$ cat src/rtl/uart8_receiver_os16_pkg.sv
// Shared definitions for the 8-bit 16x-oversampled UART receiver.
package uart8_receiver_os16_pkg;

  // Frame geometry: 8 data bits, LSB first, no parity.
  localparam int DATA_BITS_N = 8;

  // Receiver states. This is the existing UART state set plus BREAK_WAIT.
  typedef enum logic [2:0] {
    RESET      = 3'd0,
    IDLE       = 3'd1,
    START_BIT  = 3'd2,
    DATA_BITS  = 3'd3,
    STOP_BIT   = 3'd4,
    BREAK_WAIT = 3'd5
  } rx_state_t;

  // Shift one sampled bit into the MSB. The first bit received ends up in bit 0.
  function automatic logic [7:0] shift_in_lsb_first(input logic [7:0] sr, input logic b);
    return {b, sr[7:1]};
  endfunction

endpackage

$ cat src/rtl/uart_rx_sync.sv
// Two-flop synchronizer for an asynchronous single-bit input.
// The reset value is a parameter so an idle-high line does not look active
// coming out of reset.
module uart_rx_sync #(
  parameter logic RESET_VALUE = 1'b1
) (
  input  logic clk,
  input  logic rst_n,
  input  logic d,
  output logic q
);

  logic meta;

  // Two-stage capture of the asynchronous input.
  always_ff @(posedge clk or negedge rst_n) begin
    if (!rst_n) begin
      meta <= RESET_VALUE;
      q    <= RESET_VALUE;
    end else begin
      meta <= d;
      q    <= meta;
    end
  end

endmodule

$ cat src/rtl/uart8_receiver_os16.sv
// 8N1 UART receiver with 16x oversampling and mid-bit sampling.
// Produces the received byte with a one-cycle done strobe and a framing-error flag.
module uart8_receiver_os16 #(
  parameter int OVERSAMPLE = 16
) (
  input  logic       clk,
  input  logic       rst_n,
  input  logic       en,
  input  logic       in,
  output logic [7:0] out,
  output logic       busy,
  output logic       done,
  output logic       err
);

  import uart8_receiver_os16_pkg::*;

  localparam int                CNT_W    = $clog2(OVERSAMPLE);
  localparam logic [CNT_W-1:0]  CNT_ZERO = {CNT_W{1'b0}};
  localparam logic [CNT_W-1:0]  CNT_ONE  = CNT_W'(1);
  // Half a bit after the falling edge: the middle of the start bit.
  localparam logic [CNT_W-1:0]  CNT_HALF = CNT_W'(OVERSAMPLE / 2 - 1);
  // One full bit later: the middle of the next bit.
  localparam logic [CNT_W-1:0]  CNT_FULL = CNT_W'(OVERSAMPLE - 1);

  rx_state_t        state;
  logic [CNT_W-1:0] cnt;
  logic [2:0]       idx;
  logic [7:0]       shreg;
  logic             rx_s;

  uart_rx_sync #(
    .RESET_VALUE (1'b1)
  ) u_sync (
    .clk   (clk),
    .rst_n (rst_n),
    .d     (in),
    .q     (rx_s)
  );

  // Receiver FSM with the sample counter, bit index, shift register and registered outputs.
  always_ff @(posedge clk or negedge rst_n) begin
    if (!rst_n) begin
      state <= RESET;
      cnt   <= CNT_ZERO;
      idx   <= 3'd0;
      shreg <= 8'h00;
      out   <= 8'h00;
      busy  <= 1'b0;
      done  <= 1'b0;
      err   <= 1'b0;
    end else if (!en) begin
      // A dropped enable abandons any frame in progress; out is kept.
      state <= RESET;
      cnt   <= CNT_ZERO;
      idx   <= 3'd0;
      busy  <= 1'b0;
      done  <= 1'b0;
    end else begin
      case (state)
        RESET: begin
          cnt   <= CNT_ZERO;
          idx   <= 3'd0;
          busy  <= 1'b0;
          done  <= 1'b0;
          err   <= 1'b0;
          state <= IDLE;
        end

        IDLE: begin
          done <= 1'b0;
          if (rx_s == 1'b0) begin
            cnt   <= CNT_ZERO;
            busy  <= 1'b1;
            state <= START_BIT;
          end else begin
            state <= IDLE;
          end
        end

        START_BIT: begin
          cnt <= cnt + CNT_ONE;
          if (cnt == CNT_HALF) begin
            if (rx_s == 1'b0) begin
              cnt   <= CNT_ZERO;
              idx   <= 3'd0;
              state <= DATA_BITS;
            end else begin
              // Line went back high before mid-start-bit: treat as a glitch.
              busy  <= 1'b0;
              state <= IDLE;
            end
          end else begin
            state <= START_BIT;
          end
        end

        DATA_BITS: begin
          cnt <= cnt + CNT_ONE;
          if (cnt == CNT_FULL) begin
            shreg <= shift_in_lsb_first(shreg, rx_s);
            cnt   <= CNT_ZERO;
            idx   <= idx + 3'd1;
            if (idx == 3'd7) begin
              state <= STOP_BIT;
            end else begin
              state <= DATA_BITS;
            end
          end else begin
            state <= DATA_BITS;
          end
        end

        STOP_BIT: begin
          cnt <= cnt + CNT_ONE;
          if (cnt == CNT_FULL) begin
            out  <= shreg;
            done <= 1'b1;
            err  <= ~rx_s;
            busy <= 1'b0;
            cnt  <= CNT_ZERO;
            if (rx_s == 1'b1) begin
              state <= IDLE;
            end else begin
              // Stop bit low: wait for the line to recover so a break is not
              // mistaken for a new start bit.
              state <= BREAK_WAIT;
            end
          end else begin
            state <= STOP_BIT;
          end
        end

        BREAK_WAIT: begin
          done <= 1'b0;
          if (rx_s == 1'b1) begin
            state <= IDLE;
          end else begin
            state <= BREAK_WAIT;
          end
        end

        default: begin
          state <= RESET;
        end
      endcase
    end
  end

endmodule

$ cat config.mk
export PLATFORM = sky130hd
export DESIGN_NAME = uart8_receiver_os16
export DESIGN_NICKNAME = d
export VERILOG_FILES = /design/src/rtl/uart8_receiver_os16_pkg.sv /design/src/rtl/uart_rx_sync.sv /design/src/rtl/uart8_receiver_os16.sv
export SDC_FILE = /design/constraint.sdc
export NUM_CORES = 1
export LEC_CHECK = 0
export CAP_MARGIN = 30
export CORE_MARGIN = 3
export CORE_UTILIZATION = 50
export CTS_CLUSTER_SIZE = 30
export DETAILED_ROUTE_END_ITERATION = 12
export GPL_TIMING_DRIVEN = 0
export PLACE_DENSITY = 0.79
export SLEW_MARGIN = 20
export SYNTH_ARGS = -nofsm -noshare
export SYNTH_HDL_FRONTEND = slang
export SYNTH_SLANG_ARGS = --single-unit
$ cat constraint.sdc
create_clock -name clk -period 1.5 [get_ports clk]
set_input_delay 0.15 -clock clk [delete_from_list [all_inputs] [get_ports clk]]
set_output_delay 0.15 -clock clk [all_outputs]
set_load 0.02 [all_outputs]
==> reports/results.ini <==
[synthesis]
synth_top_cell_by_area=dfrtp_1
synthesis.instances=135
syn_avg_cell_area_um2=11.1
synth_top_area_share_pct=48.3
synth_nets=142
yosysWarnings=0
ys_seq_elements=31
yosysUniqueCellTypes=41
synth_area_leaders=dfrtp_1, mux2_2, a21oi_1
syn_area_um2=1500
ys_seq_area_share_pct=51.8

[drt]
dr.pass1.iters=4
drt_iter0_drc=73
vias=1159
vias_per_cell=5.97
met1_length_um=1240
wl_met2_um=1560
antenna_left=0
top_layer=met4
routed_wl_um=3050
wl_met3_um=193
wl_per_cell_um=15.7
remaining_drc_errors=0

[grt]
grt_overflow=0
grt_pass1_wl_um=4880
antenna_found_initial=0
first_global_vias=1095
grt_max_degree=32
grt_usage_pct=18.5

[floorplanning]
die_area_um2=3700
io_pins=15
core-area_um2=2810
initial_core_util_pct=53.6
fp-row-count=19
die_y_um=60.8
die_w_um=60.8

[place]
gp_congestion=0.832
dp_slack_ns=-0.126
dp_hpwl_um=2030
port_buffers=13

[clock_network]
cts_max_level=2
cts.clk_slew.worst_paths_ns=0.11
cts-root-buf=clkbuf_4
cts.sinks=31
cts_max_path_buffers=2
worstSkewPairLatency_ns=0.33
tritoncts=done
cts_buffers=5

[finish]
multi_input_area_um2=704
layout-drive-gt1-share_pct=31.9
fin_nets=169
fillers=227
seqCellArea_um2=779
area_delta_synth_final_pct=22.5
antenna_cells=0

[worst_setup_path]
crit_fanout=8
r2r_slack_ns=0.02
r2r_start=state[2]
r2r_cells=4
path_class=flip-flop to flip-flop
start_kind=flip-flop
crit_path_end_kind=flip-flop
rr_endpoint=shreg[7]
cp.required_ns=1.71
critPathArrivalTime_ns=1.69

[power_and_ir_drop]
p_leak_nw=0.947
ir_drop_uv=736
p_per_area_nw_per_um2=814
power.total_w=0.00150

[sta]
worstMarginPinSlew_ns=0.671
setup_violations=0
fin_skew_ns=0.0136
period_needed_ns=1.48
fin_crit_sh_pct=98.7
slew_viol_final=0
setup_ws_ns=0.0202
finalHoldViolCount=0
slew_headroom_pct=55.3
rsz0062_at_grt=yes
max_freq_mhz=676

[run]
maxCapViolCount=0

[min_path]
hold_start=en
min_path_type=input port to flip-flop
holdPathStages=3
whs_endpoint=state[0]

[run_status]
status=complete, no violations

cells in the final DEF (no fill, tap or decap), types with 2 or more instances in the layout:
cell type / n
a211oi_2: 2
a21oi_1: 12
buf_2: 4
buf_4: 10
clkbuf_4: 5
clkdlybuf4s50_1: 6
dfrtp_1: 28
dfstp_2: 2
dlymetal6s2s_1: 6
ha_1: 2
inv_1: 5
mux2_2: 14
mux2_4: 2
nand2_1: 9
nand3_1: 3
nor2_1: 5
nor2_4: 2
nor2b_1: 2
nor3_1: 4
o21ai_0: 5
o21ai_1: 3
o22ai_1: 3
logic make-up (layout without fill, tap and decap cells):
group | Yosys count | after routing | share of synthesized area [%]
AND/OR/NAND/NOR | 36 | 36 | 14.2
AO/OA/AOI/OAI | 34 | 34 | 14.0
flip-flops | 31 | 31 | 51.8
multiplexers | 17 | 17 | 12.7
buffers and inverters | 13 | 41 | 4.33
adder cells (fa/ha/maj) | 3 | 3 | 2.50
XOR/XNOR | 1 | 1 | 0.583
metrics by stage:
stage          hold slack (ns)  instances  setup TNS [ns]  util [%]  instance area [um^2]
2_1_floorplan           -0.146        135               0         -                  1510
3_3_place_gp             0.346        179           -8.33      59.7                  1670
3_5_place_dp             0.233        179           -1.64      59.5                  1670
4_1_cts                  0.158        191               0      63.4                  1780
5_1_grt                  0.162        194          -0.332      65.6                  1840
6_report                 0.169        194               0      65.6                  1840
state kept, by name (all words and copies together), names as in the netlist:
register	count
cnt	4
shreg	8
busy	1
err	1
u_sync.meta	1
out	8
state	3
u_sync.q	1
done	1
idx	3
per-layer routing:
metal | vias to the layer above | global-route usage (%)
met5 | - | 0
met4 | 0 | 9.60
met3 | 4 | 5.53
met2 | 46 | 30.1
met1 | 564 | 22.1
li1 | 545 | -
area by class of cell:
cell class,count,share of cell area [%]
flip-flops and latches,31,42.4
multi-input cells,91,38.3
repair buffers,22,11.4
clock buffers,6,2.24
well taps,31,2.11
plain buffers,6,1.90
inverters,5,1.02
clock inverters,2,0.680
Yosys cell counts (all sizes together):
cell type   n
a211oi      3
a21oi      12
a221oi      1
a31oi       1
and2        1
and3        1
buf         6
clkbuf      2
dfrtp      29
dfstp       2
ha          3
inv         5
mux2       16
mux2i       1
nand2      10
nand2b      1
nand3       4
nand3b      1
nand4       2
nand4b      1
nor2        7
nor2b       3
nor3        4
nor3b       1
o211ai      1
o21ai       8
o221a       1
o221ai      1
o22ai       3
o311ai      1
o31a        1
o32ai       1
xor2        1
where the power goes:
group	internal, W	switching, W
sequential	0.000850	0.0000153
combinational	0.0000602	0.000106
clock	0.000181	0.000286
worst max-delay path, cell delays in order, from the launching register on:
cell      delay, ns
dfrtp_2        0.47
nand3b_1       0.24
nor2_4         0.20
nand2_4        0.12
mux2_4         0.32
worst max path at each step:
stage,start,to
finish,state[2],shreg[7]
global route,state[1],cnt[3]
CTS,err,err
detailed placement,u_sync.q,busy
global placement,rst_n,out[6]
floorplan,cnt[0],out[0]
timing repair:
item,4_1_cts,5_1_grt
pin swaps,1,1
setup buffers,5,3
resized for setup,5,17
hold buffers,1,0
endpoints found under the hold margin,29,0
setup endpoints to repair,25,22
Note: power is estimated with default switching activity, not from simulation.
